## src/rtl/c64_key_matrix.sv

```systemverilog
// c64_key_matrix: held-key matrix for C64 keyboard emulation, fed by HID press/release events.
// Two-stage event pipeline with a 1-deep skid, virtual shift, RESTORE and overrun handling.
//
// state     | meaning
// ST_IDLE   | no event in the lookup stage (skid may still hold one)
// ST_LOOKUP | event code on lk_code; matrix update at end of this cycle
module c64_key_matrix #(
  parameter int                ROWS         = 8,
  parameter int                COLS         = 8,
  parameter int                CODE_W       = 7,
  parameter int                SHIFT_ROW    = 7,
  parameter int                SHIFT_COL    = 1,
  parameter logic [CODE_W-1:0] RESTORE_CODE = 7'h4a
) (
  input  logic              clk,
  input  logic              reset_n,
  input  logic              key_strobe,
  input  logic [CODE_W-1:0] key_code,
  input  logic              key_pressed,
  output logic [CODE_W-1:0] lk_code,
  input  logic [2:0]        lk_row,
  input  logic [2:0]        lk_col,
  input  logic [COLS-1:0]   col_sel_n,
  output logic [ROWS-1:0]   row_sense_n,
  input  logic [ROWS-1:0]   row_sel_n,
  output logic [COLS-1:0]   col_sense_n,
  output logic              restore_n,
  output logic              busy
);

  localparam logic [CODE_W-1:0] CODE_OVERRUN = CODE_W'('h01);
  localparam logic [CODE_W-1:0] CODE_A_LO    = CODE_W'('h04);
  localparam logic [CODE_W-1:0] CODE_A_HI    = CODE_W'('h64);
  localparam logic [CODE_W-1:0] CODE_B_LO    = CODE_W'('h68);
  localparam logic [CODE_W-1:0] CODE_B_HI    = CODE_W'('h6f);
  localparam logic [CODE_W-1:0] CODE_LEFT    = CODE_W'('h50);
  localparam logic [CODE_W-1:0] CODE_UP      = CODE_W'('h52);
  localparam logic [CODE_W-1:0] CODE_F2      = CODE_W'('h3b);
  localparam logic [CODE_W-1:0] CODE_F4      = CODE_W'('h3d);
  localparam logic [CODE_W-1:0] CODE_F6      = CODE_W'('h3f);
  localparam logic [CODE_W-1:0] CODE_F8      = CODE_W'('h41);
  localparam logic [3:0]        ROWS_L       = 4'(ROWS);
  localparam logic [3:0]        COLS_L       = 4'(COLS);

  typedef enum logic {
    ST_IDLE   = 1'b0,
    ST_LOOKUP = 1'b1
  } state_t;

  state_t state_q, state_d;

  logic [CODE_W-1:0] pipe_code;
  logic              pipe_press;
  logic [CODE_W-1:0] skid_code;
  logic              skid_press;
  logic              skid_vld;

  logic take_skid;
  logic take_in;
  logic fill_skid;
  logic apply;

  logic [ROWS-1:0][COLS-1:0] key_q;
  logic [ROWS-1:0][COLS-1:0] key_d;
  logic [ROWS-1:0][COLS-1:0] eff;
  logic [2:0]                vshift_q;
  logic [2:0]                vshift_d;
  logic                      restore_q;
  logic                      restore_d;

  logic is_matrix;
  logic is_vshift;
  logic in_range;

  logic [ROWS-1:0] row_hit;
  logic [COLS-1:0] col_hit;

  assign lk_code   = pipe_code;
  assign restore_n = restore_q;
  assign busy      = (state_q == ST_LOOKUP) | skid_vld;

  // A strobe seen while busy parks in the skid; one seen while the skid is full is lost.
  always_comb begin
    state_d   = state_q;
    take_skid = 1'b0;
    take_in   = 1'b0;
    fill_skid = 1'b0;
    apply     = 1'b0;
    case (state_q)
      ST_IDLE: begin
        if (skid_vld) begin
          take_skid = 1'b1;
          state_d   = ST_LOOKUP;
        end else if (key_strobe) begin
          take_in = 1'b1;
          state_d = ST_LOOKUP;
        end
      end
      ST_LOOKUP: begin
        apply = 1'b1;
        if (skid_vld) begin
          take_skid = 1'b1;
        end else begin
          state_d = ST_IDLE;
        end
        if (key_strobe && !skid_vld) begin
          fill_skid = 1'b1;
        end
      end
      default: state_d = ST_IDLE;
    endcase
  end

  always_ff @(posedge clk or negedge reset_n) begin
    if (!reset_n) begin
      state_q    <= ST_IDLE;
      pipe_code  <= '0;
      pipe_press <= 1'b0;
      skid_code  <= '0;
      skid_press <= 1'b0;
      skid_vld   <= 1'b0;
    end else begin
      state_q <= state_d;
      if (take_skid) begin
        pipe_code  <= skid_code;
        pipe_press <= skid_press;
      end else if (take_in) begin
        pipe_code  <= key_code;
        pipe_press <= key_pressed;
      end
      if (fill_skid) begin
        skid_code  <= key_code;
        skid_press <= key_pressed;
      end
      skid_vld <= fill_skid | (skid_vld & ~take_skid);
    end
  end

  assign is_matrix = ((pipe_code >= CODE_A_LO) && (pipe_code <= CODE_A_HI)) ||
                     ((pipe_code >= CODE_B_LO) && (pipe_code <= CODE_B_HI));
  assign is_vshift = (pipe_code == CODE_LEFT) || (pipe_code == CODE_UP) ||
                     (pipe_code == CODE_F2)   || (pipe_code == CODE_F4) ||
                     (pipe_code == CODE_F6)   || (pipe_code == CODE_F8);
  assign in_range  = ({1'b0, lk_row} < ROWS_L) && ({1'b0, lk_col} < COLS_L);

  // RESTORE and overrun are decided on the code alone; the lookup result is ignored for them.
  always_comb begin
    key_d     = key_q;
    vshift_d  = vshift_q;
    restore_d = restore_q;
    if (apply) begin
      if (pipe_code == RESTORE_CODE) begin
        restore_d = ~pipe_press;
      end else if (pipe_code == CODE_OVERRUN) begin
        key_d    = '0;
        vshift_d = '0;
      end else if (is_matrix && in_range) begin
        for (int r = 0; r < ROWS; r++) begin
          for (int c = 0; c < COLS; c++) begin
            if ((3'(r) == lk_row) && (3'(c) == lk_col)) begin
              key_d[r][c] = pipe_press;
            end
          end
        end
        if (is_vshift) begin
          if (pipe_press) begin
            if (vshift_q != 3'd7) vshift_d = vshift_q + 3'd1;
          end else begin
            if (vshift_q != 3'd0) vshift_d = vshift_q - 3'd1;
          end
        end
      end
    end
  end

  always_ff @(posedge clk or negedge reset_n) begin
    if (!reset_n) begin
      key_q     <= '0;
      vshift_q  <= '0;
      restore_q <= 1'b1;
    end else begin
      key_q     <= key_d;
      vshift_q  <= vshift_d;
      restore_q <= restore_d;
    end
  end

  always_comb begin
    eff = key_q;
    if (vshift_q != 3'd0) begin
      eff[SHIFT_ROW][SHIFT_COL] = 1'b1;
    end
    row_hit = '0;
    col_hit = '0;
    for (int r = 0; r < ROWS; r++) begin
      for (int c = 0; c < COLS; c++) begin
        row_hit[r] = row_hit[r] | (eff[r][c] & ~col_sel_n[c]);
        col_hit[c] = col_hit[c] | (eff[r][c] & ~row_sel_n[r]);
      end
    end
  end

  always_ff @(posedge clk or negedge reset_n) begin
    if (!reset_n) begin
      row_sense_n <= '1;
      col_sense_n <= '1;
    end else begin
      row_sense_n <= ~row_hit;
      col_sense_n <= ~col_hit;
    end
  end

endmodule

```

## config.mk

```make
export PLATFORM = sky130hd
export DESIGN_NAME = c64_key_matrix
export DESIGN_NICKNAME = d
export VERILOG_FILES = /design/src/rtl/c64_key_matrix.sv
export SDC_FILE = /design/constraint.sdc
export NUM_CORES = 1
export LEC_CHECK = 0
export CAP_MARGIN = 20
export CORE_ASPECT_RATIO = 2
export CORE_MARGIN = 5
export CORE_UTILIZATION = 39
export CTS_BUF_LIST = sky130_fd_sc_hd__clkbuf_4
export DETAILED_ROUTE_END_ITERATION = 8
export HOLD_SLACK_MARGIN = 0.12
export SYNTH_ARGS = -nofsm -noshare
export SYNTH_HDL_FRONTEND = slang
export SYNTH_SLANG_ARGS = --single-unit
```

## constraint.sdc

```tcl
create_clock -name clk -period 2.35 [get_ports clk]
set_input_delay 0.3525 -clock clk [delete_from_list [all_inputs] [get_ports clk]]
set_output_delay 0.3525 -clock clk [all_outputs]
set_load 0.05 [all_outputs]
```

==> After elaboration in Yosys (flattened, before gate mapping) <==
Index checks and enable logic that the tools add are counted.
{ "word_totals": {"ff_bits": 102, "input_bits": 33, "elab_cells": 666} }
{ "classes": {"addsub": 2, "n_lt_le_gt_ge": 4, "eq_ne": 24, "mux": 86, "n_bitwise": 265, "n_reduce_logical": 211} }
{ "op_table": {"columns": ["op", "n"], "rows": [
  ["$reduce_and 4->1", 64],
  ["$reduce_bool 2->1", 67],
  ["$and 1x1->1", 129],
  ["$mux 64", 2],
  ["$or 1x1->1", 114],
  ["$mux 1", 75],
  ["$logic_and 1x1->1", 67],
  ["$eq 7x7->1 const B", 4],
  ["$eq 3x3->1 const A", 8],
  ["$eq 7x6->1 const B", 3],
  ["$not 1->1", 20],
  ["$mux 3", 6],
  ["$not 8->8", 2],
  ["$le 7x7->1 const B", 2],
  ["$mux 7", 2],
  ["$eq 2x3->1 const A", 4],
  ["$eq 7x1->1 const B", 1],
  ["$ge 7x3->1 const B", 1],
  ["$ge 7x7->1 const B", 1],
  ["$eq 1x3->1 const A", 2],
  ["$logic_not 3->1", 2],
  ["$logic_or 1x1->1", 6],
  ["$reduce_and 6->1", 1],
  ["$reduce_bool 3->1", 2],
  ["7 further kinds", 7]
]} }

==> Depth between registers and ports, before layout <==
{ "logic_depth": {"word_depth": 11, "ltp_mapped": 9, "depth_no_buf": 6} }

==> Worst setup path after synthesis <==
No wires, ideal clock.
{ "synth_timing": {"kind": "register to register", "from": "reg pipe_code[4] (netlist: lk_code[4])", "to": "reg key_q, in the netlist eff[61]", "arrival_time_ns": 2.159, "path_slack_ns": 0.108, "stages_incl_launch_ff": 8, "n_path_buf": 2, "period_less_slack_ns": 2.242, "cell_sequence": "dfrtp_1 -> buf_2 -> nor4b_1 -> and4b_1 -> nand2b_1 -> or4_1 -> clkbuf_1 -> o22ai_1"} }
{ "synth_via": {"elab_chain_len": 5, "elab_cells_between_ends": 14, "cone_classes": "order compare: 4; eq/ne: 2; mux: 1; bitwise: 1; reduce/logical: 6"} }
{ "synth_lines": {"columns": ["element", "line_no", "text"], "rows": [
  ["start, declared", "52", "logic [CODE_W-1:0] pipe_code;"],
  ["start signal, assigned", "125", "pipe_code <= skid_code;"],
  ["start signal, assigned", "128", "pipe_code <= key_code;"],
  ["$ge 7x3->1, or another cell as far along", "139", "assign is_matrix = ((pipe_code >= CODE_A_LO) && (pipe_code <= CODE_A_HI)) ||"],
  ["$logic_and 1x1->1 (on tied branches)", "139, 140", null],
  ["$logic_or 1x1->1", "139", null],
  ["$reduce_bool 2->1 (no line)", null, null],
  ["$reduce_and 4->1 (no line)", null, null],
  ["end signal, assigned", "182", "key_q <= key_d;"],
  ["end, declared", "63", "logic [ROWS-1:0][COLS-1:0] key_q;"]
]} }
Parallel ways exist; a longest one is shown, timed or not.
A chain may end at the register's enable or synchronous reset.

==> Worst setup path in the final report <==
{ "layout_timing": {"from": "reg pipe_code[5] (netlist: lk_code[5])", "to": "out lk_code[5]"} }
{ "layout_lines": {"columns": ["element", "line_no", "text"], "rows": [
  ["end, declared", "20", "output logic [CODE_W-1:0] lk_code,"]
]} }
No word-level cell between the ends.

==> results.json <==
{
  "stdcell_count": 938,
  "cts_root_buf": "clkbuf_4",
  "p_sw_mw": 3.20,
  "synth_edf_count": 0,
  "pwr-share-comb": 0.480,
  "first_pass_iters": 6,
  "finalClockSkew_ps": 25.0,
  "ys_ff_latch": 102,
  "rrSetupSlack_ps": 130,
  "grt_pass1_wl_um": 29400,
  "crit_start": "lk_code[5]$_DFFE_PN0P_",
  "num_vias": 5551,
  "drv_cap": 0,
  "final-max-slew-violation-count": 0,
  "regToRegEndpoint": "eff[18]$_DFFE_PN0P_",
  "final.min_clock_period_ps": 2230,
  "gr-total-overflow": 0,
  "tightest_slew_ps": 685,
  "synth.avg_cell_area_um2": 8.11,
  "leakage_nw": 2.72,
  "start_util": 0.393,
  "synthDistinctLibCells": 43,
  "nNetsFinal": 774,
  "grt_pass1_vias": 5233,
  "core.rowCount": 62,
  "antenna_found_initial": 1,
  "grt_start_max_net_pins": 66,
  "cts_made_buffers": 9,
  "async_reset_ff_frac": 1.00,
  "timing.final.crit_share": 0.950,
  "worstPathCellList": "clkdlybuf4s50_1",
  "grt_usage": 0.227,
  "crit_slowest_cell": "clkdlybuf4s50_1",
  "syn_inst": 691,
  "ys_seq_area_frac": 0.459,
  "layout-drive-gt1-share": 0.142,
  "clkSinkCount": 102,
  "ys_warn_count": 0,
  "pwr-share-seq": 0.397,
  "critPathTopFamily": "buffers and inverters",
  "htreeDepth": 3,
  "layout_common_cells": "nor2_1, o22ai_1, dfrtp_1",
  "clockBufferDepth": 2,
  "die_h_um": 180,
  "place.gp.congestion": 0.998,
  "antenna_left": 0,
  "routedWlPerCell_um": 20.6,
  "syn_area_mm2": 0.00561,
  "dp_hpwl_um": 14300,
  "p_int_mw": 3.92,
  "final_common_cell": "nor2_1",
  "holdCritPathClass": "in2async",
  "max_stage_delay_ps": 870,
  "cts_tree": "yes",
  "final-setup-viol-count": 0,
  "rsz0062_at_grt": "no",
  "hold_viol": 0,
  "clk_pin_slew_ps": 180,
  "required_ps": 2000,
  "fmax_mhz": 448,
  "drcViolationCount": 0,
  "end_kind": "output pin",
  "synth_ff_type": "dfrtp_1",
  "syn_nets": 725,
  "clk_latency_ps": 480,
  "p_per_area_mw_per_mm2": 1070,
  "r2r_start": "lk_code[2]$_DFFE_PN0P_",
  "slew-limit-headroom": 0.539,
  "swShare": 0.449,
  "detail_route.vias_per_cell": 5.92,
  "setup_tns_ps": 0,
  "num_io_pins": 58,
  "power_frac_clock": 0.124,
  "core_mm2": 0.0143,
  "dp.cells": 916,
  "wl_um": 19400,
  "dieArea_mm2": 0.0170,
  "area_delta_synth_final_pct": 18.5,
  "vdd_drop_max_mv": 0.611,
  "fp.dieW_um": 94.8,
  "cp_max_fo": 8,
  "portBuffers": 57,
  "startpoint_type": "register",
  "drtIter0Drc": 521,
  "worst-r2r-cell-count": 6,
  "cp.buffers_inverters": 1,
  "timing.critical_path.arrival_ps": 1880,
  "status": "complete, no violations",
  "crit_type": "reg2out"
}
## state kept, by name, summed over array words and instances, names as in the netlist
register and count:
col_sense_n 8, vshift_q 3, eff 63, restore_n 1, state_q 1, skid_code 7, skid_press 1, pipe_press 1
skid_vld 1, row_sense_n 8, lk_code 7, key_q 1
## worst max-delay path by stage
stage                     endpoint  slack, ps  depth (start not counted)
5_1_grt        eff[35]$_DFFE_PN0P_         10                          6
3_3_place_gp   eff[40]$_DFFE_PN0P_        130                          4
3_5_place_dp   eff[40]$_DFFE_PN0P_         80                          4
6_report                lk_code[5]        120                          1
4_1_cts                 lk_code[2]         40                          2
2_1_floorplan  eff[61]$_DFFE_PN0P_        110                          7
## logic make-up after synthesis
| logic type | synth area share |
|---|---|
| flip-flops | 0.459 |
| multiplexers | 0.0163 |
| adder cells (fa/ha/maj) | 0.00357 |
| AND/OR/NAND/NOR | 0.241 |
| buffers and inverters | 0.106 |
| AO/OA/AOI/OAI | 0.172 |
| XOR/XNOR | 0.00313 |
## power by group through the flow
stage,registers [mW],clock network [mW],logic [mW]
floorplan,3.16,0,1.79
global placement,2.84,0,3.23
detailed placement,2.86,0,3.30
CTS,2.82,0.883,3.31
global route,2.91,0.966,3.64
finish,2.82,0.882,3.41
## routing by layer
layer  share of wire  vias to the layer above  track usage
met5               0                        -            0
met4           0.067                        0        0.127
met3           0.062                       92       0.0397
met2            0.52                      296        0.404
met1            0.35                     2672        0.246
li1                -                     2491            -
## cell type report
| class | count | area (um^2) |
|---|---|---|
| fillers | 1448 | 7630 |
| flip-flops and latches | 102 | 2570 |
| multi-input cells | 449 | 2450 |
| repair buffers | 111 | 1000 |
| inverters | 67 | 251 |
| well taps | 192 | 240 |
| clock buffers | 10 | 75.1 |
| clock inverters | 6 | 45.0 |
| diodes | 1 | 2.50 |
## what timing repair did
| item | CTS | global route |
|---|---|---|
| gates cloned | 0 | 0 |
| endpoints found under the setup margin | 1 | 24 |
| endpoints found under the hold margin | 21 | 0 |
| hold buffers | 1 | 0 |
| resized for setup | 1 | 4 |
| pin swaps | 0 | 1 |
| setup buffers | 0 | 4 |
## synthesized netlist by cell type, types with 2 or more instances
| master | instances | area, um^2 |
|---|---|---|
| mux2i_1 | 8 | 80.1 |
| or3_1 | 2 | 12.5 |
| clkbuf_1 | 42 | 158 |
| nor4b_1 | 2 | 17.5 |
| nor3_1 | 65 | 325 |
| o21bai_1 | 5 | 37.5 |
| nand2_1 | 34 | 128 |
| o21ai_0 | 10 | 50.1 |
| inv_1 | 66 | 248 |
| nor2_1 | 134 | 503 |
| a22o_1 | 2 | 17.5 |
| o22ai_1 | 125 | 782 |
| a21oi_1 | 2 | 10.0 |
| buf_2 | 14 | 70.1 |
| or3b_2 | 6 | 52.6 |
| dfstp_2 | 17 | 447 |
| buf_1 | 10 | 37.5 |
| nor4_1 | 20 | 125 |
| nand3b_1 | 7 | 52.6 |
| dfrtp_1 | 85 | 2130 |
| nand3_1 | 2 | 10.0 |
| or4_4 | 5 | 56.3 |
| buf_6 | 6 | 67.6 |
| or4_1 | 3 | 22.5 |
## per-stage QoR
stage	setup WS, ps	hold WS, ps	power, mW	cell area [um^2]	util
6_report	117	372	7.12	6640	0.465
5_1_grt	14.6	395	7.52	6640	0.465
4_1_cts	40.7	376	7.01	6600	0.462
3_5_place_dp	82.5	367	6.16	6470	0.453
3_3_place_gp	125	362	6.07	6470	0.453
2_1_floorplan	108	56.9	4.95	5610	-
Power figures use the tool's default switching activity.
